--- src/rtl/cpu_pkg.sv ---
// Shared widths and write-buffer state encoding for the CPU A-register stage.
package cpu_pkg;
  localparam int WIDTH  = 16;
  localparam int ADDR_W = 15;

  typedef enum logic [1:0] {
    WB_EMPTY = 2'd0,
    WB_ONE   = 2'd1,
    WB_TWO   = 2'd2
  } wbuf_state_e;
endpackage

--- src/rtl/cpu_areg_stage_if.sv ---
// Issue-side and memory-write signals of the A-register stage, bundled as one bus.
interface cpu_areg_stage_if;
  import cpu_pkg::*;

  logic              issue_valid;
  logic [WIDTH-1:0]  a_in;
  logic              load_a;
  logic [WIDTH-1:0]  d_in;
  logic              load_d;
  logic              wr_en;
  logic [WIDTH-1:0]  wr_data;
  logic              stall;
  logic [WIDTH-1:0]  a_out;
  logic [WIDTH-1:0]  d_out;
  logic [ADDR_W-1:0] mem_addr;
  logic [WIDTH-1:0]  mem_wdata;
  logic              mem_wvalid;
  logic              mem_wready;
  logic [WIDTH-1:0]  wr_count;

  modport master (
    output issue_valid, a_in, load_a, d_in, load_d, wr_en, wr_data, mem_wready,
    input  stall, a_out, d_out, mem_addr, mem_wdata, mem_wvalid, wr_count
  );

  modport slave (
    input  issue_valid, a_in, load_a, d_in, load_d, wr_en, wr_data, mem_wready,
    output stall, a_out, d_out, mem_addr, mem_wdata, mem_wvalid, wr_count
  );
endinterface

--- src/rtl/cpu_wbuf2.sv ---
// Two-entry in-order memory write buffer; head entry drives the memory port directly.
// state | meaning: WB_EMPTY no entry | WB_ONE head only | WB_TWO head + tail, full
module cpu_wbuf2
  import cpu_pkg::*;
(
  input  logic              clk,
  input  logic              reset,
  input  logic              push,
  input  logic [ADDR_W-1:0] push_addr,
  input  logic [WIDTH-1:0]  push_data,
  input  logic              mem_wready,
  output logic              full,
  output logic              mem_wvalid,
  output logic [ADDR_W-1:0] mem_addr,
  output logic [WIDTH-1:0]  mem_wdata,
  output logic [WIDTH-1:0]  wr_count
);
  wbuf_state_e       state_q, state_d;
  logic [ADDR_W-1:0] head_addr_q, head_addr_d, tail_addr_q, tail_addr_d;
  logic [WIDTH-1:0]  head_data_q, head_data_d, tail_data_q, tail_data_d;
  logic [WIDTH-1:0]  wr_count_q, wr_count_d;
  logic              drain;

  assign drain = (state_q != WB_EMPTY) & mem_wready;

  always_comb begin
    state_d     = state_q;
    head_addr_d = head_addr_q;
    head_data_d = head_data_q;
    tail_addr_d = tail_addr_q;
    tail_data_d = tail_data_q;
    wr_count_d  = wr_count_q + {{(WIDTH-1){1'b0}}, drain};
    case (state_q)
      WB_EMPTY: if (push) begin
        head_addr_d = push_addr;
        head_data_d = push_data;
        state_d     = WB_ONE;
      end
      WB_ONE: begin
        if (push && drain) begin
          head_addr_d = push_addr;
          head_data_d = push_data;
        end else if (push) begin
          tail_addr_d = push_addr;
          tail_data_d = push_data;
          state_d     = WB_TWO;
        end else if (drain) begin
          state_d = WB_EMPTY;
        end
      end
      // Push without drain cannot reach here: the stage stalls while full and not ready.
      WB_TWO: if (drain) begin
        head_addr_d = tail_addr_q;
        head_data_d = tail_data_q;
        if (push) begin
          tail_addr_d = push_addr;
          tail_data_d = push_data;
        end else begin
          state_d = WB_ONE;
        end
      end
      default: state_d = WB_EMPTY;
    endcase
  end

  always_ff @(posedge clk) begin
    if (reset) begin
      state_q     <= WB_EMPTY;
      head_addr_q <= '0;
      head_data_q <= '0;
      tail_addr_q <= '0;
      tail_data_q <= '0;
      wr_count_q  <= '0;
    end else begin
      state_q     <= state_d;
      head_addr_q <= head_addr_d;
      head_data_q <= head_data_d;
      tail_addr_q <= tail_addr_d;
      tail_data_q <= tail_data_d;
      wr_count_q  <= wr_count_d;
    end
  end

  assign full       = (state_q == WB_TWO);
  assign mem_wvalid = (state_q != WB_EMPTY);
  assign mem_addr   = head_addr_q;
  assign mem_wdata  = head_data_q;
  assign wr_count   = wr_count_q;
endmodule

--- src/rtl/cpu_areg_stage.sv ---
// CPU A/D register stage: holds A and D, captures pre-step A as write address,
// and stalls issue when the write buffer is full and memory is not ready.
module cpu_areg_stage
  import cpu_pkg::*;
(
  input  logic             clk,
  input  logic             reset,
  cpu_areg_stage_if.slave  bus
);
  logic [WIDTH-1:0] a_q, a_d, d_q, d_d;
  logic             full, stall, accept, push;

  assign stall  = full & ~bus.mem_wready;
  assign accept = bus.issue_valid & ~stall;
  assign push   = accept & bus.wr_en;

  always_comb begin
    a_d = a_q;
    d_d = d_q;
    if (accept && bus.load_a) a_d = bus.a_in;
    if (accept && bus.load_d) d_d = bus.d_in;
  end

  always_ff @(posedge clk) begin
    if (reset) begin
      a_q <= '0;
      d_q <= '0;
    end else begin
      a_q <= a_d;
      d_q <= d_d;
    end
  end

  // Address comes from A as it stood before this step's load_a takes effect.
  cpu_wbuf2 u_wbuf (
    .clk        (clk),
    .reset      (reset),
    .push       (push),
    .push_addr  (a_q[ADDR_W-1:0]),
    .push_data  (bus.wr_data),
    .mem_wready (bus.mem_wready),
    .full       (full),
    .mem_wvalid (bus.mem_wvalid),
    .mem_addr   (bus.mem_addr),
    .mem_wdata  (bus.mem_wdata),
    .wr_count   (bus.wr_count)
  );

  assign bus.stall = stall;
  assign bus.a_out = a_q;
  assign bus.d_out = d_q;
endmodule
--- src/flat_wrapper.sv ---
// flat-port wrapper written by rule: the top's interface ports become plain ports
module cpu_areg_stage_flat import cpu_pkg::*;
  (clk, reset, bus_issue_valid, bus_a_in, bus_load_a, bus_d_in, bus_load_d, bus_wr_en, bus_wr_data, bus_mem_wready, bus_stall, bus_a_out, bus_d_out, bus_mem_addr, bus_mem_wdata, bus_mem_wvalid, bus_wr_count);
  cpu_areg_stage_if bus_i ();
  input  logic clk;
  input  logic reset;
  input wire logic [$bits(bus_i.issue_valid)-1:0] bus_issue_valid;
  input wire logic [$bits(bus_i.a_in)-1:0] bus_a_in;
  input wire logic [$bits(bus_i.load_a)-1:0] bus_load_a;
  input wire logic [$bits(bus_i.d_in)-1:0] bus_d_in;
  input wire logic [$bits(bus_i.load_d)-1:0] bus_load_d;
  input wire logic [$bits(bus_i.wr_en)-1:0] bus_wr_en;
  input wire logic [$bits(bus_i.wr_data)-1:0] bus_wr_data;
  input wire logic [$bits(bus_i.mem_wready)-1:0] bus_mem_wready;
  output wire logic [$bits(bus_i.stall)-1:0] bus_stall;
  output wire logic [$bits(bus_i.a_out)-1:0] bus_a_out;
  output wire logic [$bits(bus_i.d_out)-1:0] bus_d_out;
  output wire logic [$bits(bus_i.mem_addr)-1:0] bus_mem_addr;
  output wire logic [$bits(bus_i.mem_wdata)-1:0] bus_mem_wdata;
  output wire logic [$bits(bus_i.mem_wvalid)-1:0] bus_mem_wvalid;
  output wire logic [$bits(bus_i.wr_count)-1:0] bus_wr_count;
  assign bus_i.issue_valid = bus_issue_valid;
  assign bus_i.a_in = bus_a_in;
  assign bus_i.load_a = bus_load_a;
  assign bus_i.d_in = bus_d_in;
  assign bus_i.load_d = bus_load_d;
  assign bus_i.wr_en = bus_wr_en;
  assign bus_i.wr_data = bus_wr_data;
  assign bus_i.mem_wready = bus_mem_wready;
  assign bus_stall = bus_i.stall;
  assign bus_a_out = bus_i.a_out;
  assign bus_d_out = bus_i.d_out;
  assign bus_mem_addr = bus_i.mem_addr;
  assign bus_mem_wdata = bus_i.mem_wdata;
  assign bus_mem_wvalid = bus_i.mem_wvalid;
  assign bus_wr_count = bus_i.wr_count;
  cpu_areg_stage u_core (.clk(clk), .reset(reset), .bus(bus_i));
endmodule
--- config.mk ---
export PLATFORM = sky130hd
export DESIGN_NAME = cpu_areg_stage_flat
export DESIGN_NICKNAME = d
export VERILOG_FILES = /design/src/rtl/cpu_pkg.sv /design/src/rtl/cpu_areg_stage_if.sv /design/src/rtl/cpu_wbuf2.sv /design/src/rtl/cpu_areg_stage.sv /design/src/flat_wrapper.sv
export SDC_FILE = /design/constraint.sdc
export NUM_CORES = 1
export LEC_CHECK = 0
export BUFFER_PORTS_ARGS = -buffer_cell sky130_fd_sc_hd__clkbuf_2
export CAP_MARGIN = 20
export CORE_UTILIZATION = 38
export CTS_BUF_LIST = sky130_fd_sc_hd__clkbuf_8
export CTS_CLUSTER_DIAMETER = 50
export DETAILED_ROUTE_END_ITERATION = 10
export MAX_ROUTING_LAYER = met4
export PLACE_DENSITY = 0.64
export SLEW_MARGIN = 0
export SYNTH_ARGS = -nofsm -noshare
export SYNTH_HDL_FRONTEND = slang
export SYNTH_SLANG_ARGS = --single-unit
export TNS_END_PERCENT = 30
--- constraint.sdc ---
create_clock -name clk -period 5.2 [get_ports clk]
set_clock_uncertainty 0.15 [all_clocks]
set_input_delay 1.04 -clock clk [delete_from_list [all_inputs] [get_ports clk]]
set_output_delay 1.04 -clock clk [all_outputs]
set_load 0.005 [all_outputs]
==> flow_metrics.tcl, run 1 <==
set metrics [dict create \
    yosys_register_bits 112 \
    diodes 0 \
    holdCritStartpoint "u_core.bus.d_out[0]" \
    clock_latency_ns 0.39 \
    worst_ir_drop_vdd_mv 0.110 \
    root_buffer "clkbuf_8" \
    cts_resized 0 \
    cts.clk_slew.worst_paths_ns 0.10 \
    power_density_mw_per_mm2 263 \
    p_leak_nw 2.73 \
    report.final.slew_viol_count 0 \
    antenna_left 0 \
    slew-limit-headroom_pct 33.3 \
    ys.flop_type "dfxtp_1" \
    maxCapViolCount 0 \
    first_pass_iters 4 \
    fin_nets 670 \
    cp.required_ns 5.35 \
    fin_crit_sh_pct 56.3 \
    fmax_mhz 342 \
    layout.cells.most_common "clkbuf_2" \
    ys.warnings.count 0 \
    end_kind "flip-flop" \
    tns_ns 0 \
    via_count 3989 \
    grt_overflow 0 \
    die_height_um 121 \
    synth_area_per_cell_um2 10.5 \
    dieArea_mm2 0.0145 \
    setup_viol 0 \
    fin_ws_ns 2.27 \
    syn2layout_area_growth_pct 16.1 \
    core_mm2 0.0135 \
    wl_met2_mm 5.75 \
    hold_depth 2 \
    ctsHtreeMaxLevel 3 \
    layout_common_cells "clkbuf_2, dfxtp_1, nand2b_1" \
    cts_setup_buffers 0 \
    drt_iter0_markers 161 \
    m1WireLength_mm 5.69 \
    fin_area_mm2 0.00619 \
    syn_inst 508 \
    port_buffers 135 \
    routedWlPerCell_um 15.5 \
    min_period_ns 2.93 \
    wl_mm 12.3 \
    viasPerCell 5.03 \
    initial_core_util_pct 39.7 \
    status "finished, final reports clean" \
    dr_wl_met3_um 636 \
    critPathLaunch "bus_mem_wready" \
    cts_buffers 9 \
    top_layer "met4" \
    hp-class "reg2reg" \
    std_cell_rows 42 \
    power_mw 1.63 \
    grt_max_degree 91 \
    path_class "in2reg" \
    die_w_um 121 \
    grt_first_pass_wirelength_mm 20.1 \
    worst_pin_slew_ns 1.00 \
    synth_enable_flop_cells 0 \
    post-route-drc-count 0 \
    ys_seq_area_share_pct 42.0 \
    async_reset_ff_share_pct 0 \
    gp_congestion 0.726 \
    syn_area_mm2 0.00534 \
    grt_pass1_vias 4065 \
    grt.total_usage_pct 18.2 \
    rsz0062_at_grt "no" \
    critPathLaunchType "input pin" \
    yosys.cell_types.count 42 \
    cts.sinks 112 \
    cts_max_path_buffers 2 \
    crit_fanout 34 \
    place_area_mm2 0.00600 \
    cts_tree "built" \
    syn-num-nets 565 \
    pre_cts_slack_ns 1.87 \
    dp_hpwl_mm 8.37 \
    worst_ep_arrival_time_ns 3.08 \
    pin_count 136 \
    hold_viol 0 \
    reg2regPathDepth 3 \
    drive_gt1_share_pct 31.8 \
    cts_hold_buffers 0 \
    r2r_start "u_core.u_wbuf.state_q[1]" \
    antenna_found_initial 0 \
]
[power by group]
| group | switching, mW | internal [mW] | total (mW) |
|---|---|---|---|
| Sequential | 0.0234 | 0.893 | 0.916 |
| Clock | 0.290 | 0.210 | 0.500 |
| Combinational | 0.110 | 0.106 | 0.216 |
[metrics by stage]
step                hold WS [ns]  cells  util (%)
floorplan                  0.298    508         -
global placement           0.307    776      44.4
detailed placement         0.315    777      44.6
CTS                        0.332    792      45.9
global route               0.349    793      46.0
finish                     0.328    793      46.0
[registers in the layout, indices dropped and copies added (netlist names)]
register,flops
u_core.u_wbuf.mem_addr,15
u_core.u_wbuf.tail_addr_q,15
u_core.u_wbuf.wr_count,16
u_core.bus.a_out,16
u_core.u_wbuf.tail_data_q,16
u_core.u_wbuf.mem_wdata,16
u_core.bus.d_out,16
u_core.u_wbuf.state_q,2
[cell families (layout without fill, tap and decap cells)]
group	count (synthesis)	after routing	share of synthesized area [%]
simple gates	158	158	18.2
mux	99	99	18.7
flops	112	112	42.0
buf+inv	49	158	5.67
compound gates	85	85	14.4
xor+xnor	3	3	0.492
fa+ha+maj	2	2	0.469
[per-layer routing]
| metal | track usage (%) | vias up |
|---|---|---|
| li1 | - | 1996 |
| met1 | 22.6 | 1875 |
| met2 | 28.6 | 101 |
| met3 | 4.20 | 17 |
| met4 | 7.25 | 0 |
| met5 | - | - |
[path summary, 6_finish.rpt]
path / end / slack (ns)
max: u_core.u_wbuf.tail_data_q[7] / 2.27
max reg2reg: u_core.u_wbuf.tail_data_q[7] / 2.67
min: u_core.bus.d_out[0] / 0.33
min reg2reg: u_core.bus.d_out[0] / 0.33
[critical path, stage by stage]
cell and delay (ns):
clkbuf_2 0.18, and3b_2 0.67, o21ba_1 0.90, mux2i_1 0.28
[cell usage after synthesis, drive strengths merged (5+ instances only)]
cell type / number / area [µm²]
nor2: 9 / 33.8
buf: 25 / 213
clkbuf: 21 / 78.8
mux2i: 95 / 951
nand2b: 112 / 701
a21oi: 8 / 40.0
nor2b: 7 / 43.8
dfxtp: 112 / 2240
a211oi: 62 / 616
nand3: 5 / 30.0
[cell type report]
cell class	instances	area [µm²]
well taps	176	220
fillers	1328	7260
clock buffers	12	165
clock inverters	3	17.5
multi-input cells	347	2800
flip-flops and latches	112	2240
repair buffers	140	736
inverters	3	11.3
No activity file was read; power rests on OpenSTA's default activity.
==> run 2: changes to the inputs <==
PLACE_DENSITY = 0.67   (was 0.64)
clock period = 2.6 ns   (was 5.2 ns; I/O delays follow)
==> run 2 against run 1 <==
  * Clock power is 93% higher
  * Register-to-register slack worse by 2.4 ns
  * Cell count up 0.50%
  * Global-route usage down 0.36 points
  * Power up 98%
  * Combinational power is 100% higher
  * Die area stayed put
  * Cell area increased by 0.40%
  * Core utilization grew 0.19 points
  * Sequential power grew 100%
  * Non-clock buffer count rose by 4
  * Routed wire length down 0.11%
  * Critical path type is now reg2reg
  * Highest routed layer unchanged
==> flow_metrics.tcl, run 2 (same netlist as run 1, synthesis figures left out) <==
set metrics [dict create \
    grt_first_pass_wirelength_mm 19.7 \
    gp_congestion 0.772 \
    netSwitchingFraction_pct 26.0 \
    ctsHtreeMaxLevel 3 \
    cts_hold_buffers 0 \
    p_leak_nw 2.74 \
    maxCapViolCount 0 \
    std_cell_rows 42 \
    initial_core_util_pct 39.7 \
    power_density_mw_per_mm2 520 \
    post-route-drc-count 0 \
    port_buffers 135 \
    end_kind "flip-flop" \
    worst_ep_arrival_time_ns 2.45 \
    path_cells "or2_2 -> and2_1 -> ha_1 -> ha_1 -> nand3_2 -> nor4_1 -> mux2_2" \
    p_switching_mw 0.842 \
    status "finished, final reports clean" \
    path_class "reg2reg" \
    fillCellCount 1307 \
    comb_power_share_pct 13.5 \
    fin_ws_ns 0.281 \
    layout.cells.most_common "clkbuf_2" \
    grt_max_degree 61 \
    cp_slowest_cell "dfxtp_1" \
    clock_latency_ns 0.38 \
    cts_tree "built" \
    worst_ir_drop_vdd_mv 0.349 \
    cts.sinks 112 \
    fin_crit_sh_pct 89.2 \
    diodes 0 \
    viasPerCell 5.05 \
    first_pass_iters 4 \
    setup_viol 0 \
    cts.clk_slew.worst_paths_ns 0.10 \
    dieArea_mm2 0.0145 \
    cts_resized 0 \
    cts_buffers 9 \
    drive_gt1_share_pct 31.9 \
    fin_nets 674 \
    hp-class "in2reg" \
    antenna_left 0 \
    grt_overflow 0 \
    pin_count 136 \
    intPower_mw 2.39 \
    critPathLaunchType "flip-flop" \
    cpPeakStageDelay_ns 0.45 \
    layout_common_cells "clkbuf_2, dfxtp_1, nand2b_1" \
    rsz0062_at_grt "no" \
    seq_power_share_pct 56.6 \
    via_count 4022 \
    report.final.slew_viol_count 0 \
    wl_mm 12.3 \
    die_w_um 121 \
    slew-limit-headroom_pct 33.3 \
    dp_hpwl_mm 8.06 \
    crit_fanout 9 \
    pre_cts_slack_ns 0.154 \
    routedWlPerCell_um 15.4 \
    drt_iter0_markers 203 \
    hold_viol 0 \
    cts_setup_buffers 0 \
    worst_pin_slew_ns 1.00 \
    fmax_mhz 431 \
    cts_max_path_buffers 2 \
    grt.total_usage_pct 17.8 \
    antenna_found_initial 0 \
    die_height_um 121 \
    cp_common_cell "ha_1" \
    tns_ns 0 \
    min_period_ns 2.32 \
    syn2layout_area_growth_pct 16.5 \
    root_buffer "clkbuf_8" \
    core_mm2 0.0135 \
    grt_pass1_vias 3882 \
    clock_power_share_pct 29.8 \
    cp.required_ns 2.73 \
]
run 2: cell count changes in the layout (fill, tap and decap cells not counted):
cell        change
clkinvlp_4      +2
buf_12          +1
clkinv_2        -1
and3b_1         +1
inv_1           +1
clkbuf_8        -1
buf_4           +4
clkinv_4        -1
buf_8           -1
and3b_2         -1
run 2: worst paths after layout:
check                           slack, ns  depth (start not counted)                         end                      from
worst min-delay path                 0.22                          3        u_core.bus.d_out[14]              bus_d_in[14]
worst max-delay path                 0.28                          7  u_core.u_wbuf.wr_count[14]  u_core.u_wbuf.state_q[1]
worst max register to register       0.28                          7  u_core.u_wbuf.wr_count[14]  u_core.u_wbuf.state_q[1]
worst min register to register       0.33                          2         u_core.bus.d_out[8]       u_core.bus.d_out[8]
run 2: metrics by stage:
| step | area [µm²] | hold slack (ns) | power, mW | cells | utilization, % |
|---|---|---|---|---|---|
| floorplan | 5340 | 0.298 | 2.15 | 508 | - |
| global placement | 6040 | 0.306 | 2.30 | 782 | 44.9 |
| detailed placement | 6040 | 0.311 | 2.31 | 782 | 44.9 |
| CTS | 6220 | 0.194 | 3.27 | 797 | 46.2 |
| global route | 6220 | 0.204 | 3.39 | 797 | 46.2 |
| finish | 6220 | 0.217 | 3.23 | 797 | 46.2 |
run 2: worst max-delay path: cells and delay by family (launching register included):
kind	cells	cell delay [ns]
multiplexers	1	0.37
flip-flops	1	0.45
adder cells (fa/ha/maj)	2	0.42
AND/OR/NAND/NOR	4	0.83
run 2: cell type report:
type / count / area (µm²) / share of cell area (%)
multi-input combinational: 347 / 2800 / 45.0
sequential: 112 / 2240 / 36.1
timing repair buffer: 144 / 771 / 12.4
tap: 176 / 220 / 3.54
clock buffer: 11 / 151 / 2.43
clock inverter: 4 / 22.5 / 0.362
inverter: 3 / 11.3 / 0.181
run 2: per-layer routing:
metal,GRT usage [%],share of wire [%]
met4,6.79,1.6
met2,27.6,46
met1,22.4,47
met3,4.48,5.5
met5,-,0
run 2: power groups by stage:
stage	combinational (mW)	sequential, mW	clock (mW)
3_3_place_gp	0.431	1.87	0
5_1_grt	0.482	1.84	1.07
6_report	0.438	1.83	0.965
3_5_place_dp	0.443	1.87	0
2_1_floorplan	0.284	1.87	0
4_1_cts	0.444	1.83	0.997
==> run 3: changes to the inputs <==
ABC_AREA = 1   (was unset)
PLACE_DENSITY = 0.68   (was 0.67)
==> run 3 against run 2 <==
  * Clock-buffer cell count shrank 2
  * Routed wire length shrank 17%
  * Sequential share of layout area grew 3.0 points
  * Cell area shrank 7.7%
  * Combinational power grew to 3.7 times the previous value
  * Fmax grew 8.7%
  * Sequential cell count is the same
==> flow_metrics.tcl, run 3 <==
set metrics [dict create \
    grt_overflow 0 \
    fmax_mhz 469 \
    core_mm2 0.0121 \
    port_buffers 135 \
    fin_nets 856 \
    drt_iter0_markers 290 \
    reg2regPathDepth 11 \
    min_period_ns 2.13 \
    hold_viol 0 \
    worst_ep_arrival_time_ns 2.25 \
    r2r_start "u_core.u_wbuf.state_q[0]" \
    std_cell_rows 40 \
    dieArea_mm2 0.0129 \
    yosysTopAreaCell "dfxtp_1" \
    diodes 0 \
    antenna_left 0 \
    r2r_end "u_core.u_wbuf.wr_count[10]" \
    yosysMostFrequentCell "nand2_1" \
    clock_latency_ns 0.37 \
    dp_hpwl_mm 7.12 \
    post-route-drc-count 0 \
    synth_area_per_cell_um2 6.95 \
    setup_viol 0 \
    cp.required_ns 2.72 \
    worst_ir_drop_vdd_mv 0.442 \
    layout.cells.most_common "nand2_1" \
    cts_setup_buffers 0 \
    initial_core_util_pct 39.1 \
    maxCapViolCount 0 \
    tns_ns 0 \
    cp-endpoint "u_core.u_wbuf.wr_count[10]" \
    slew-limit-headroom_pct 66.1 \
    synth_top_area_share_pct 47.5 \
    first_pass_iters 4 \
    grt.total_usage_pct 17.1 \
    hp-class "in2reg" \
    syn2layout_area_growth_pct 21.6 \
    layout_common_cells "nand2_1, clkbuf_2, nor2_1" \
    ys.flop_type "dfxtp_1" \
    wl_mm 10.2 \
    grt_first_pass_wirelength_mm 17.2 \
    fin_crit_sh_pct 82.1 \
    yosys.cell_types.count 23 \
    path_class "reg2reg" \
    ctsHtreeMaxLevel 3 \
    die_height_um 113 \
    critPathLaunch "u_core.u_wbuf.state_q[0]" \
    p_leak_nw 2.74 \
    critPathLaunchType "flip-flop" \
    gp_congestion 0.837 \
    synth_enable_flop_cells 0 \
    pin_count 136 \
    die_w_um 113 \
    async_reset_ff_share_pct 0 \
    status "finished, final reports clean" \
    drive_gt1_share_pct 21.1 \
    viasPerCell 4.45 \
    antenna_found_initial 0 \
    power_mw 5.03 \
    reg2reg_slack_ns 0.47 \
    cts_buffers 9 \
    cts.sinks 112 \
    ys_seq_area_share_pct 47.5 \
    routedWlPerCell_um 10.6 \
    worst_pin_slew_ns 0.509 \
    yosys_register_bits 112 \
    power_density_mw_per_mm2 876 \
    grt_max_degree 70 \
    syn-num-nets 736 \
    rsz0062_at_grt "no" \
    end_kind "flip-flop" \
    syn_inst 679 \
    cts_resized 0 \
    ys.warnings.count 0 \
    root_buffer "clkbuf_8" \
    grt_pass1_vias 3733 \
    via_count 4314 \
    ys_top_cells_by_area "dfxtp_1, nand2_1, o21ai_0, nor2_1, inv_1" \
    report.final.slew_viol_count 0 \
    cts_hold_buffers 0 \
    syn_area_mm2 0.00472 \
    cts.clk_slew.worst_paths_ns 0.10 \
    cts_max_path_buffers 2 \
    crit_fanout 5 \
    cts_tree "built" \
    synthTopCellsByCount "nand2_1, nor2_1, dfxtp_1" \
]
## run 3: through the flow
step	hold WS (ns)	instances	setup WS (ns)	area, µm²	utilization (%)
2_1_floorplan	0.290	679	0.530	4720	-
3_5_place_dp	0.287	956	0.275	5520	45.7
4_1_cts	0.209	970	0.486	5740	47.6
5_1_grt	0.230	970	0.175	5740	47.6
3_3_place_gp	0.282	956	0.312	5520	45.7
6_report	0.230	970	0.466	5740	47.6
## run 3: where the power goes
group          total, mW  leakage (nW)  switching [mW]  internal [mW]
clock network       1.18         0.116           0.551          0.625
logic               1.62          1.71           0.981          0.640
registers           2.23         0.917           0.173           2.06
## run 3: metal layers
metal / vias to the layer above / GRT usage [%] / share of wire (%)
li1: 2358 / - / -
met2: 125 / 26.5 / 44
met1: 1827 / 21.6 / 49
met3: 4 / 5.42 / 6.4
met4: 0 / 3.77 / 0.44
met5: - / - / 0
## run 3: cells by family (layout without fill, tap and decap cells)
kind of cell / Yosys count / count (layout) / synth area share, %
DFF: 112 / 112 / 47.5
and+or+nand+nor: 295 / 295 / 25.1
buffers and inverters: 123 / 246 / 11.3
AOI/OAI and AO/OA: 147 / 147 / 15.6
adders and majority gates: 2 / 2 / 0.530
## run 3: worst max-delay path, stage by stage, from the launching register on
cell	delay (ns)
dfxtp_1	0.46
nor2_1	0.11
nor2_1	0.11
ha_1	0.18
ha_1	0.18
nand2_1	0.07
nor2_1	0.13
nand3_1	0.13
nor2_1	0.20
nand2_1	0.09
o21ai_0	0.17
a21oi_1	0.06
## run 3: how the worst min path moves through the flow
stage	start	slack [ns]	to	cells past startpoint
after floorplan	u_core.bus.d_out[15]	0.29	u_core.bus.d_out[15]	2
after global placement	u_core.bus.d_out[11]	0.28	u_core.bus.d_out[11]	2
after detailed placement	u_core.bus.a_out[15]	0.29	u_core.bus.a_out[15]	2
after CTS	bus_wr_data[6]	0.21	u_core.u_wbuf.tail_data_q[6]	3
after global routing	bus_wr_data[10]	0.23	u_core.u_wbuf.tail_data_q[10]	3
final	bus_wr_data[6]	0.23	u_core.u_wbuf.tail_data_q[6]	3
## run 3: cell type report
class                      instances  area (µm²)
multi-input combinational        444        1960
sequential                       112        2240
timing repair buffer             145         776
clock buffer                       9         124
clock inverter                     5        98.8
tap                              168         210
inverter                          87         327
fill                            1235        6320
